===== src/rtl/npower_ledsw_port.sv =====
// LED/switch peripheral: LED register, debounced switches with change latch, level IRQ.
// Latency: ack/dato one cycle after req; switch to irq DBNC_CYCLES+3 edges.
// Backpressure: none; the master must drop req for one cycle between transfers.
module npower_ledsw_port #(
   parameter logic [15:0] DBNC_CYCLES = 16'd50000,
   parameter logic [7:0]  LED_RST     = 8'h00
) (
   input  logic        clk,
   input  logic        rst,
   input  logic        cs,
   input  logic        cyc,
   input  logic        stb,
   input  logic        we,
   input  logic [3:0]  sel,
   input  logic [3:0]  adr,
   input  logic [31:0] dati,
   output logic [31:0] dato,
   output logic        ack,
   input  logic [7:0]  sw,
   output logic [7:0]  led,
   output logic        irq
);

   localparam logic [15:0] CNT_MAX = DBNC_CYCLES - 16'd1;

   // register state
   logic [7:0]  led_q, led_d;
   logic [7:0]  deb_q, deb_d;
   logic [7:0]  chg_q, chg_d;
   logic [7:0]  ien_q, ien_d;
   logic        ack_q, ack_d;
   logic [31:0] dato_q, dato_d;
   logic        irq_q, irq_d;
   logic [7:0]  s1_q;
   logic [7:0]  s2_q;
   logic [15:0] cnt_q [8];
   logic [15:0] cnt_d [8];

   // bus decode
   logic        req;
   logic        wr_en;
   logic        wr_led;
   logic        wr_chg;
   logic        wr_ien;
   logic [7:0]  rdata;
   logic [7:0]  chg_set;

   // upper data bits, unused byte lanes and the byte offset carry no function here
   logic unused_bits;
   assign unused_bits = ^{sel[3:1], adr[1:0], dati[31:8]};

   // request qualification and single-commit write strobes (commit only before ack rises)
   always_comb begin
      req    = cs & cyc & stb;
      wr_en  = req & we & ~ack_q & sel[0];
      wr_led = wr_en & (adr[3:2] == 2'd0);
      wr_chg = wr_en & (adr[3:2] == 2'd2);
      wr_ien = wr_en & (adr[3:2] == 2'd3);
      case (adr[3:2])
         2'd0:    rdata = led_q;
         2'd1:    rdata = deb_q;
         2'd2:    rdata = chg_q;
         default: rdata = ien_q;
      endcase
   end

   // per-switch debounce: accept a new level after DBNC_CYCLES stable cycles
   always_comb begin
      deb_d   = deb_q;
      chg_set = 8'h00;
      for (int i = 0; i < 8; i++) begin
         cnt_d[i] = 16'd0;
         if (s2_q[i] != deb_q[i]) begin
            if (cnt_q[i] == CNT_MAX) begin
               deb_d[i]   = s2_q[i];
               chg_set[i] = 1'b1;
            end else begin
               cnt_d[i] = cnt_q[i] + 16'd1;
            end
         end
      end
   end

   // register next-state: W1C on chg loses to a concurrent change-set
   always_comb begin
      led_d  = wr_led ? dati[7:0] : led_q;
      ien_d  = wr_ien ? dati[7:0] : ien_q;
      chg_d  = (chg_q & ~(wr_chg ? dati[7:0] : 8'h00)) | chg_set;
      irq_d  = |(chg_q & ien_q);
      ack_d  = req;
      dato_d = req ? {24'h0, rdata} : 32'h0;
   end

   // state update with synchronous reset; a transfer under reset is dropped
   always_ff @(posedge clk) begin
      if (rst) begin
         led_q  <= LED_RST;
         deb_q  <= 8'h00;
         chg_q  <= 8'h00;
         ien_q  <= 8'h00;
         ack_q  <= 1'b0;
         dato_q <= 32'h0;
         irq_q  <= 1'b0;
         s1_q   <= 8'h00;
         s2_q   <= 8'h00;
         for (int i = 0; i < 8; i++) begin
            cnt_q[i] <= 16'd0;
         end
      end else begin
         led_q  <= led_d;
         deb_q  <= deb_d;
         chg_q  <= chg_d;
         ien_q  <= ien_d;
         ack_q  <= ack_d;
         dato_q <= dato_d;
         irq_q  <= irq_d;
         s1_q   <= sw;
         s2_q   <= s1_q;
         for (int i = 0; i < 8; i++) begin
            cnt_q[i] <= cnt_d[i];
         end
      end
   end

   assign led  = led_q;
   assign ack  = ack_q;
   assign dato = dato_q;
   assign irq  = irq_q;

endmodule


===== config.mk =====
export PLATFORM = sky130hd
export DESIGN_NAME = npower_ledsw_port
export DESIGN_NICKNAME = d
export VERILOG_FILES = /design/src/rtl/npower_ledsw_port.sv
export SDC_FILE = /design/constraint.sdc
export NUM_CORES = 1
export LEC_CHECK = 0
export CAP_MARGIN = 5
export CORE_ASPECT_RATIO = 0.7
export CORE_UTILIZATION = 63
export CTS_BUF_LIST = sky130_fd_sc_hd__clkbuf_16
export CTS_CLUSTER_DIAMETER = 120
export DETAILED_ROUTE_END_ITERATION = 10
export DONT_BUFFER_PORTS = 1
export HOLD_SLACK_MARGIN = 0.1
export PLACE_DENSITY = 0.79
export SYNTH_ARGS = -nofsm -noshare
export SYNTH_HDL_FRONTEND = slang
export SYNTH_SLANG_ARGS = --single-unit

===== constraint.sdc =====
create_clock -name clk -period 2.4 [get_ports clk]
set_input_delay 0.72 -clock clk [delete_from_list [all_inputs] [get_ports clk]]
set_output_delay 0.72 -clock clk [all_outputs]
set_load 0.02 [all_outputs]

**Word-level counts from Yosys, hierarchy flattened**

Memories as Yosys holds them, arrays and structs flattened.
Cells that the tools add are included.

- Muxes and demuxes: 45
- $add $sub $neg: 8
- Reductions and logical operators: 11
- Eq/ne operators: 19
- Bitwise gates (word level): 22

Operators with widths:

| cell | count |
|---|---|
| $mux 16 | 24 |
| $add 16x1->16 const B | 8 |
| $eq 16x16->1 const B | 8 |
| $pmux 8 s3 | 1 |
| $mux 1 | 19 |
| $and 8x8->8 | 2 |
| $reduce_and 2->1 | 8 |
| $and 1x1->1 | 8 |
| $mux 8 | 1 |
| $ne 1x1->1 | 8 |
| $not 8->8 | 1 |
| $or 1x1->1 | 8 |
| $or 8x8->8 | 1 |
| $reduce_or 8->1 | 1 |
| $eq 2x2->1 const B | 2 |
| $eq 2x1->1 const B | 1 |
| $logic_not 2->1 | 1 |
| $not 1->1 | 2 |
| $reduce_or 2->1 | 1 |

- Bits of input ports: 54
- Register bits: 82
- RAM bits: 128
- Memories: 1
- Logic and storage cells: 123
- Output and inout bits: 42

Memories:

| name | words | bits a word | rd ports | clocked after memory_dff | write ports | RTL line | RTL |
|---|---|---|---|---|---|---|---|
| cnt_q | 8 | 16 | 8 | 0 | 8 | 36 | `logic [15:0] cnt_q [8];` |

**Logic depth before layout (Yosys ltp)**

Gate-level depths: netlist of run 1.

- Depth after elaboration: 10
- Gate-level depth with buffers: 7
- Gate-level depth less buffers: 5

**Worst setup path after synthesis of run 1**

No wires, ideal clock.

- Path type: in2reg
- Start point: input adr[3]
- End point: register chg_q[2]
- Required time: 2.283 ns
- Setup time: 0.117 ns
- Arrival time: 2.108 ns
- Buffers on the path: 1
- Setup slack: 0.175 ns
- Stages on the path: 5
- Cell sequence: buf_2 -> inv_1 -> nor4_1 -> nand2_1 -> a32o_1

- Longest elaborated chain between the ends: 6

Ends and longest elaborated chain:

| element | RTL line | RTL |
|---|---|---|
| start: declaration | 15 | `input logic [3:0] adr,` |
| $eq 2x2->1 | 57 | `wr_chg = wr_en & (adr[3:2] == 2'd2);` |
| $and 1x1->1 | 57 |  |
| $mux 8 | 88 | `chg_d = (chg_q & ~(wr_chg ? dati[7:0] : 8'h00)) \| chg_set;` |
| $not 8->8 | 88 |  |
| $and 8x8->8 | 88 |  |
| $or 8x8->8 | 88 |  |
| end signal: assignment | 112 | `chg_q <= chg_d;` |
| end: declaration | 29 | `logic [7:0] chg_q, chg_d;` |

No other way between the ends.
A chain may end at the register's enable or synchronous reset.

==> results by group, run 1 <==
Outcome
  • Run status: completed

Worst setup path
  • Critical path class: flop to flop
  • CP peak stage delay: 530 ps
  • Worst-case reg-to-reg path depth: 4
  • Critical path peak fanout: 3
  • Critical path depth: 4
  • Cell-by-cell trace of the critical path: or4_1 -> or4_4 -> nor4_1 -> mux2i_1
  • Startpoint types: flop
  • WP data arrival: around 2500 ps
  • Crit path max-delay cell type: or4_1
  • CP bufs+invs: 0
  • CP required: 2750 ps
  • CP Capture Type: flop
  • Cell family with most CP delay: simple AND/OR/NAND/NOR gates

Drt
  • DRC: 0
  • Vias post-DR: 5900
  • DRT iter0 DRCs: 454
  • Drt total wl: 16100 µm
  • Routed vias/inst: 5.66
  • Avg WL per Cell: 15.5 µm
  • DRT Pass-1 Iters: 4
  • ANT nets after route: 0

Clock tree
  • Post-CTS Setup Bufs: 0
  • Clock root cell: clkbuf_16
  • Post_cts resized: 0
  • CTS buffer count: 17
  • Worst skew pair latency: 420 ps
  • TritonCTS clock tree: built
  • Clock-pin slew on the worst setup and hold paths: 70 ps
  • H-tree lvl count: 4
  • CTS max path bufs: 2
  • Clk sinks: 186
  • Hold buffer count at CTS: 0

Floorplan
  • Rows: 33
  • Die Wd: 137 µm
  • Core region area: 0.0120 mm²
  • Die height: 96.2 µm
  • Io pins: 96
  • Full die area: 0.0131 mm²
  • Starting density of the core: around two thirds

Yosys
  • Ys Warns: 0
  • Async SR Flop Fraction: 0%
  • Top_reg_cell synth: dfxtp_1
  • Top cell type's share of synthesized area: between 40% and 50%
  • Number of distinct library cells after synthesis: 47
  • FF+latch count, synth: 186
  • Synth area leader: dfxtp_1
  • Post-synthesis sequential area ratio: 46.7%
  • Largest cells by area after synthesis: dfxtp_1 47%, xnor2_1 9.9%, nor2_1 8.0%
  • Cell area after synthesis: around 0.008 mm²
  • Syn Inst Count: 870
  • EDFF count, synth: 0
  • Post-Syn Area per Cell: just over 9 µm²

Timing
  • Slew headroom: roughly three fifths
  • # setup viols final: 0
  • Min Hold Slack: ~370 ps
  • Final hold violation count: 0
  • Period utilization: 87.7%
  • Setup_tns: 0 ps
  • Fin worst setup slack: 295 ps
  • Worst-margin pin slew: 603 ps
  • Tmin final: 2110 ps
  • Final Max Tran Viols: 0
  • Setup Skew: 6.02 ps
  • RSZ-0062 raised after global routing: no
  • Fmax: 475 MHz

Final layout
  • Final net count: 934
  • Share of post-route cells with drive strength above 1: 6.67%
  • Final Core Density: a little over 70%
  • # diodes: 0
  • Area delta synth->final: 8.58%

Power and ir drop
  • LEAKAGE: 2.89 nW
  • PD cells: 713 mW/mm²
  • Peak VDD IR: 0.000613 V

Hold path
  • Hold crit path type: input pin to flop
  • Hold Path Cell Cnt: 1

Placement
  • Pre-CTS setup slack: about 250 ps
  • Port Buffers: 0
  • DP Wirelength: 11100 µm
  • GPL Wtd Cong: 0.873

Global routing
  • Number of global-route vias before repair: 5566
  • Antenna violations before repair: 0
  • Gr usage total: between 20% and 30%
  • GRT overflow: 0
  • Pin count of the biggest net entering global routing: 48
  • First-pass GRT wire length: between 20000 and 30000 µm

Job
  • Max-Cap Viols: 0
final cells by class:
class	count	area, µm²
multi-input combinational	629	3950
clock inverter	15	199
sequential	186	3720
tap	157	196
inverter	30	113
fill	822	3350
timing repair buffer	8	60.1
clock buffer	17	425
synth_stat cells (all sizes together) (2+ instances only):
cell type	number
o21ai	2
nor4bb	6
nor2	170
or2	2
inv	30
dfxtp	186
nand2	43
o21bai	2
a31o	5
or3	4
a32o	2
mux4	8
xnor2	90
mux2i	24
or4	9
nand4b	2
nand3	47
nor2b	16
buf	33
and3	15
nor3	30
nand4	33
ha	8
clkbuf	15
a21oi	7
nor4b	4
and4	5
nor4	30
a22oi	4
xor2	26
nand3b	2
cells in the final DEF, fill, tap and decap left out, types with 15 or more instances in the layout:
cell,n
and3_1,15
nor3_1,30
nor2b_1,16
nor2_1,170
nand3_1,46
conb_1,24
xnor2_1,90
nor4_1,28
dfxtp_1,186
mux2i_1,24
nand4_1,33
xor2_1,26
clkbuf_16,17
inv_1,31
nand2_1,43
state kept, by name, summed over array words and instances (netlist names):
signal  cells
s1_q        8
ien_q       8
chg_q       8
irq         1
deb_q       8
dato        8
cnt_q     128
led         8
s2_q        8
ack         1
power by group:
group / leakage [nW] / internal (mW) / switching, mW / total [mW]
clock: 0.299 / 1.75 / 1.21 / 2.96
combinational: 1.09 / 0.0287 / 0.0730 / 0.102
sequential: 1.50 / 3.10 / 0.0125 / 3.12
cells by family after synthesis:
kind of cell | Yosys count | synth area share (%)
buf+inv | 78 | 5.03
other cells | 1 | 0.0470
xor+xnor | 116 | 12.7
mux | 32 | 5.27
fa+ha+maj | 8 | 1.25
compound gates | 25 | 2.48
simple gates | 424 | 26.5
flops | 186 | 46.7
metal layers:
| metal | wire [µm] | global-route usage, % | vias up |
|---|---|---|---|
| met3 | 825 | 6.21 | 18 |
| met4 | 233 | 9.72 | 0 |
| met5 | 0 | 0 | - |
| li1 | - | - | 2935 |
| met1 | 7340 | 32.6 | 2812 |
| met2 | 7740 | 43.3 | 135 |
final timing paths:
kind | start | endpoint | slack, ps
hold / removal | rst | s1_q[7] | 370
setup reg to reg | cnt_q[1][55] | deb_q[7] | 290
setup / recovery | cnt_q[1][55] | deb_q[7] | 290
hold reg to reg | s1_q[2] | s2_q[2] | 450
through the flow:
step / instances / instance area [µm²] / power [mW]
3_3_place_gp: 1010 / 8040 / 3.28
6_report: 1042 / 8660 / 6.18
3_5_place_dp: 1010 / 8040 / 3.29
4_1_cts: 1042 / 8660 / 6.21
2_1_floorplan: 893 / 8070 / 3.32
5_1_grt: 1042 / 8660 / 6.36
(Power assumes the default switching activity.)
==> inputs of run 2 (changes only) <==
--- a/config.mk
+++ b/config.mk
@@ -6,14 +6,16 @@
 export NUM_CORES = 1
 export LEC_CHECK = 0
 export CAP_MARGIN = 5
+export CELL_PAD_IN_SITES_DETAIL_PLACEMENT = 1
+export CELL_PAD_IN_SITES_GLOBAL_PLACEMENT = 2
 export CORE_ASPECT_RATIO = 0.7
-export CORE_UTILIZATION = 63
+export CORE_UTILIZATION = 39
 export CTS_BUF_LIST = sky130_fd_sc_hd__clkbuf_16
 export CTS_CLUSTER_DIAMETER = 120
 export DETAILED_ROUTE_END_ITERATION = 10
 export DONT_BUFFER_PORTS = 1
 export HOLD_SLACK_MARGIN = 0.1
-export PLACE_DENSITY = 0.79
+export PLACE_DENSITY_LB_ADDON = 0.1
 export SYNTH_ARGS = -nofsm -noshare
 export SYNTH_HDL_FRONTEND = slang
 export SYNTH_SLANG_ARGS = --single-unit
==> constraint.sdc (replaced) <==
create_clock -name clk -period 2.4 [get_ports clk]
set_input_delay 0.36 -clock clk [delete_from_list [all_inputs] [get_ports clk]]
set_output_delay 0.36 -clock clk [all_outputs]
set_load 0.02 [all_outputs]
==> run 2 against run 1 <==
Via count is 1.1% higher. Register-to-register slack gained 80 ps. Final cell count rose by 12%. Wire length increased by 16%. Global-route usage down 7.1 points.
==> results by group, run 2 (synthesized netlist as in run 1, its figures left out) <==
Timing
  • Tmin final: 2020 ps (was 2110 ps)
  • Final Max Tran Viols: 0 (unchanged)
  • Final hold violation count: 0 (unchanged)
  • # setup viols final: 0 (unchanged)
  • Setup Skew: 12.5 ps (was 6.02 ps)
  • Slew headroom: 59.6% (was 59.8%)
  • Setup_tns: 0 ps (unchanged)
  • Worst-margin pin slew: 605 ps (was 603 ps)
  • RSZ-0062 raised after global routing: no (unchanged)
  • Fmax: 494 MHz (was 475 MHz)
  • Period utilization: 84.4% (was 87.7%)
  • Fin worst setup slack: 376 ps (was 295 ps)

Drt
  • DRT Pass-1 Iters: 4 (unchanged)
  • Avg WL per Cell: 16.0 µm (was 15.5 µm)
  • Vias post-DR: 5962 (was 5900)
  • DRC: 0 (unchanged)
  • Routed vias/inst: 5.09 (was 5.66)
  • DRT iter0 DRCs: 251 (was 454)
  • ANT nets after route: 0 (unchanged)
  • Drt total wl: 18700 µm (was 16100 µm)

Global routing
  • Most used routing layer: met2 (unchanged)
  • Met2 Use GR: 29.7% (was 43.3%)
  • Met3 GRT Util: 5.96% (was 6.21%)
  • Global routing usage on met1: 24.7% (was 32.6%)
  • Antenna violations before repair: 0 (unchanged)
  • Number of global-route vias before repair: 6180 (was 5566)
  • Pin count of the biggest net entering global routing: 44 (was 48)
  • Gr usage total: 18.8% (was 25.9%)
  • GRT overflow: 0 (unchanged)
  • First-pass GRT wire length: 31200 µm (was 26300 µm)

Clock tree
  • H-tree lvl count: 4 (unchanged)
  • Worst skew pair latency: 440 ps (was 420 ps)
  • TritonCTS clock tree: built (unchanged)
  • Clock root cell: clkbuf_16 (unchanged)
  • CTS buffer count: 17 (unchanged)
  • CTS max path bufs: 2 (unchanged)
  • Clock-pin slew on the worst setup and hold paths: 70 ps (about the same)
  • Clk sinks: 186 (unchanged)
  • Post-CTS Setup Bufs: 0 (unchanged)

Worst setup path
  • Startpoint types: flop (unchanged)
  • CP Capture Type: flop (unchanged)
  • Critical path peak fanout: 5 (was 3)
  • R2R Path End: deb_q[7] (unchanged)
  • R2r setup slk: 380 ps (was 290 ps)
  • WP data arrival: 2390 ps (was 2450 ps)
  • Critical path class: flop to flop (unchanged)
  • R2R Path Start: cnt_q[1][59] (was cnt_q[1][55])
  • Critical path startpoint: cnt_q[1][59] (was cnt_q[1][55])
  • Worst-case reg-to-reg path depth: 4 (unchanged)
  • CP Capture Point: deb_q[7] (unchanged)
  • CP required: 2770 ps (was 2750 ps)

Power and ir drop
  • PD cells: 672 mW/mm² (was 713 mW/mm²)
  • LEAKAGE: 2.95 nW (was 2.89 nW)
  • Peak VDD IR: 0.000503 V (was 0.000613 V)

Placement
  • Pre-CTS setup slack: 394 ps (was 248 ps)
  • Dpl cells: 1122 (was 1010)
  • DP Wirelength: 13300 µm (was 11100 µm)
  • Port Buffers: 0 (unchanged)
  • GPL Wtd Cong: 0.809 (was 0.873)

Final layout
  • Final cell count without fillers: 1172 (was 1042)
  • Share of post-route cells with drive strength above 1: 6.76% (was 6.67%)
  • Final net count: 951 (was 934)
  • Top reg by flops: cnt_q (unchanged)
  • Commonest non-fill, non-tap cell in the layout: dfxtp_1 (unchanged)
  • Commonest non-fill, non-tap cells in the layout: 186 x dfxtp_1, 170 x nor2_1, 90 x xnor2_1 (unchanged)
  • Max FFs per register: 128 (unchanged)
  • # diodes: 0 (unchanged)
  • Filler cells: 2283 (was 822)
  • Area delta synth->final: 12.2% (was 8.58%)

Floorplan
  • Starting density of the core: 40.1% (was 66.4%)
  • Full die area: 0.0210 mm² (was 0.0131 mm²)
  • Die height: 122 µm (was 96.2 µm)
  • Rows: 43 (was 33)
  • Core region area: 0.0199 mm² (was 0.0120 mm²)
  • Io pins: 96 (unchanged)
  • Die Wd: 173 µm (was 137 µm)

Outcome
  • Run status: completed (unchanged)

Hold path
  • Hold crit path type: input pin to flop (unchanged)

Job
  • Max-Cap Viols: 0 (unchanged)
==> run 2: cell count changes in the layout (fill, tap and decap cells not counted) <==
cell / delta
inv_8: +4
clkinvlp_4: -1
buf_4: -2
dlygate4sd3_1: +17
clkinv_8: +2
clkinv_1: -1
inv_1: -1
inv_6: +3
bufinv_16: -4
clkinv_4: -2
buf_12: +2
==> run 2: stage by stage <==
stage	total power [mW]	cell area, µm²	util (%)	hold WS [ps]
6_report	6.02	8950	45.0	143
5_1_grt	6.26	8950	45.0	120
4_1_cts	6.12	8950	45.0	116
3_5_place_dp	3.29	8190	41.1	425
3_3_place_gp	3.29	8190	41.1	429
2_1_floorplan	3.32	8070	-	414
==> run 2: what timing repair did <==
action,4_1_cts,5_1_grt
resized for setup,0,0
endpoints found under the hold margin,45,0
hold buffers,18,0
==> run 2: critical path: stages (launching register included) <==
cell and delay (ps):
dfxtp_1 360, or4_1 510, or4_4 460, nor4_1 410
mux2i_1 230
==> run 2: per-layer routing <==
| layer | share of wire (%) | vias to the layer above |
|---|---|---|
| li1 | - | 2977 |
| met1 | 50 | 2886 |
| met4 | 1.0 | 0 |
| met3 | 4.5 | 15 |
| met5 | 0 | - |
| met2 | 45 | 84 |
==> run 2: how the worst min path moves through the flow <==
stage | startpoint | to | slack (ps) | cells after the start
5_1_grt | dati[2] | chg_q[2] | 120 | 2
2_1_floorplan | s1_q[0] | s2_q[0] | 410 | 1
6_report | dati[2] | chg_q[2] | 140 | 2
3_3_place_gp | s1_q[6] | s2_q[6] | 430 | 1
4_1_cts | dati[2] | chg_q[2] | 120 | 2
3_5_place_dp | s1_q[2] | s2_q[2] | 420 | 1
==> run 2: area by class of cell <==
cell class                      count  area (µm²)  share of cell area [%]
Multi-Input combinational cell    629        3950                    44.1
Sequential cell                   186        3720                    41.6
Clock buffer                       17         425                    4.75
Tap cell                          270         338                    3.77
Timing Repair Buffer               25         255                    2.85
Clock inverter                     15         150                    1.68
Inverter                           30         113                    1.26
==> run 2: power breakdown <==
group	leakage (nW)	internal [mW]	total (mW)	switching (mW)
Combinational	1.17	0.0514	0.149	0.0972
Sequential	1.50	3.10	3.11	0.0122
Clock	0.278	1.39	2.76	1.37
Total	2.95	4.54	6.02	1.48
==> inputs of run 3 (changes only) <==
==> constraint.sdc (replaced) <==
create_clock -name clk -period 1.89 [get_ports clk]
set_input_delay 0.2835 -clock clk [delete_from_list [all_inputs] [get_ports clk]]
set_output_delay 0.2835 -clock clk [all_outputs]
set_load 0.02 [all_outputs]
==> run 3 against run 2 <==
Utilization is 2.2 points higher. The flow now finishes with violations (negative setup slack). First-iteration DRC count shrank 13%. Flip-flop and latch count is the same. Largest power group is now clock. Worst setup slack worse by 440 ps. Fmax rose by 3.5%. Clock power is 48% higher. Combinational power grew 34%.
==> results by group, run 3 (synthesized netlist as in run 1, its figures left out) <==
Worst setup path
  • CP Capture Type: flop (unchanged)
  • CP required: 2220 ps (was 2770 ps)
  • WP data arrival: 2280 ps (was 2390 ps)
  • Startpoint types: flop (unchanged)
  • Critical path class: flop to flop (unchanged)
  • Critical path peak fanout: 7 (was 5)

Timing
  • Setup_tns: -770 ps (was 0 ps)
  • RSZ-0062 raised after global routing: yes (was no)
  • Period utilization: 103% (was 84.4%)
  • Tmin final: 1960 ps (was 2020 ps)
  • Setup Skew: 11.4 ps (was 12.5 ps)
  • Final hold violation count: 0 (unchanged)
  • Final Max Tran Viols: 0 (unchanged)
  • # setup viols final: 14 (was 0)
  • Fmax: 511 MHz (was 494 MHz)
  • Fin worst setup slack: -65.9 ps (was 376 ps)

Global routing
  • First-pass GRT wire length: 32700 µm (was 31200 µm)
  • Antenna violations before repair: 2 (was 0)
  • Number of global-route vias before repair: 6437 (was 6180)
  • Gr usage total: 19.6% (was 18.8%)
  • GRT overflow: 0 (unchanged)
  • Pin count of the biggest net entering global routing: 45 (was 44)

Drt
  • Vias post-DR: 6168 (was 5962)
  • DRT Pass-1 Iters: 4 (unchanged)
  • Avg WL per Cell: 16.0 µm (about the same)
  • Drt total wl: 19400 µm (was 18700 µm)
  • Routed vias/inst: 5.09 (about the same)
  • DRT iter0 DRCs: 218 (was 251)
  • DRC: 0 (unchanged)
  • ANT nets after route: 0 (unchanged)

Final layout
  • Max FFs per register: 128 (unchanged)
  • Area delta synth->final: 17.7% (was 12.2%)
  • Commonest non-fill, non-tap cell in the layout: dfxtp_1 (unchanged)
  • Commonest non-fill, non-tap cells in the layout: 183 x dfxtp_1, 167 x nor2_1, 90 x xnor2_1 (was 186 x dfxtp_1, 170 x nor2_1, 90 x xnor2_1)
  • Final net count: 989 (was 951)
  • Top reg by flops: cnt_q (unchanged)
  • Share of post-route cells with drive strength above 1: 11.4% (was 6.76%)
  • Filler cells: 2284 (was 2283)

Clock tree
  • Clk sinks: 186 (unchanged)
  • Clock-pin slew on the worst setup and hold paths: 70 ps (about the same)
  • TritonCTS clock tree: built (unchanged)
  • H-tree lvl count: 4 (unchanged)
  • CTS max path bufs: 2 (unchanged)
  • CTS buffer count: 17 (unchanged)
  • Worst skew pair latency: 430 ps (was 440 ps)
  • Clock root cell: clkbuf_16 (unchanged)

Hold path
  • Hold crit path type: input pin to flop (unchanged)

Placement
  • Port Buffers: 0 (unchanged)
  • GPL Wtd Cong: 0.794 (was 0.809)
  • DP Wirelength: 13700 µm (was 13300 µm)
  • Pre-CTS setup slack: -17.9 ps (was 394 ps)

Floorplan
  • Core region area: 0.0199 mm² (unchanged)
  • Die height: 122 µm (unchanged)
  • Die Wd: 173 µm (unchanged)
  • Full die area: 0.0210 mm² (unchanged)
  • Io pins: 96 (unchanged)
  • Starting density of the core: 40.1% (unchanged)
  • Rows: 43 (unchanged)

Power and ir drop
  • Combinational Power Share: 2.4% (was 2.5%)
  • LEAKAGE: 3.18 nW (was 2.95 nW)
  • PD cells: 877 mW/mm² (was 672 mW/mm²)
  • Sw power: 1.74 mW (was 1.48 mW)
  • Share of power burned in registers: 48.0% (was 51.7%)
  • Peak VDD IR: 0.000608 V (was 0.000503 V)
  • Clock power frac: 49.6% (was 45.8%)
  • Sw Ratio: 21.2% (was 24.6%)
  • Internal: 6.50 mW (was 4.54 mW)

Outcome
  • Failing checks: negative setup slack
  • Run status: finished, violations left (was completed)

Job
  • Max-Cap Viols: 0 (unchanged)
## run 3: timing repair
action	CTS	global route
resized for setup	0	10
pin swaps	0	4
endpoints found under the hold margin	52	0
buffers inserted	0	1
hold buffers	19	0
endpoints found under the setup margin	15	48
## run 3: through the flow
step,cell area [µm²],util [%],instances,total power [mW],hold WS [ps]
after floorplan,8070,-,893,4.21,412
after global placement,8480,42.6,1159,4.18,362
after detailed placement,8480,42.6,1159,4.19,369
after CTS,9360,47.0,1210,8.36,114
after global routing,9400,47.2,1211,8.53,125
final,9400,47.2,1211,8.24,140
## run 3: area by class of cell
| type | instances | area [µm²] | share of cell area [%] |
|---|---|---|---|
| sequential | 186 | 3730 | 39.7 |
| antenna | 1 | 2.50 | 0.0266 |
| clock inverter | 15 | 246 | 2.62 |
| multi-input combinational | 629 | 3990 | 42.4 |
| inverter | 30 | 113 | 1.20 |
| clock buffer | 17 | 425 | 4.53 |
| tap | 270 | 338 | 3.60 |
| timing repair buffer | 63 | 556 | 5.91 |
## run 3: worst max-delay path: stages, from the launching register on
cell	delay [ps]
dfxtp_2	320
or4_4	510
or4_4	470
o41ai_4	260
buf_4	230
nor2_1	60
## run 3: power groups by stage
stage / Combinational (mW) / Sequential, mW / Clock [mW]
2_1_floorplan: 0.169 / 4.04 / 0
3_3_place_gp: 0.138 / 4.05 / 0
3_5_place_dp: 0.142 / 4.05 / 0
4_1_cts: 0.202 / 3.96 / 4.20
5_1_grt: 0.220 / 3.96 / 4.36
6_report: 0.200 / 3.96 / 4.09
## run 3: layer usage
metal / vias up / global-route usage, % / routed length, µm
li1: 3042 / - / -
met1: 3016 / 25.2 / 9310
met2: 77 / 32.8 / 9120
met3: 31 / 4.21 / 615
met4: 2 / 7.02 / 302
met5: - / 0 / 13
## run 3: final timing paths
check | cells after the start | to | slack, ps | start
setup / recovery | 5 | cnt_q[1][57] | -70 | cnt_q[1][55]
hold / removal | 2 | chg_q[0] | 140 | rst
setup reg to reg | 5 | cnt_q[1][57] | -70 | cnt_q[1][55]
hold reg to reg | 1 | s2_q[2] | 440 | s1_q[2]
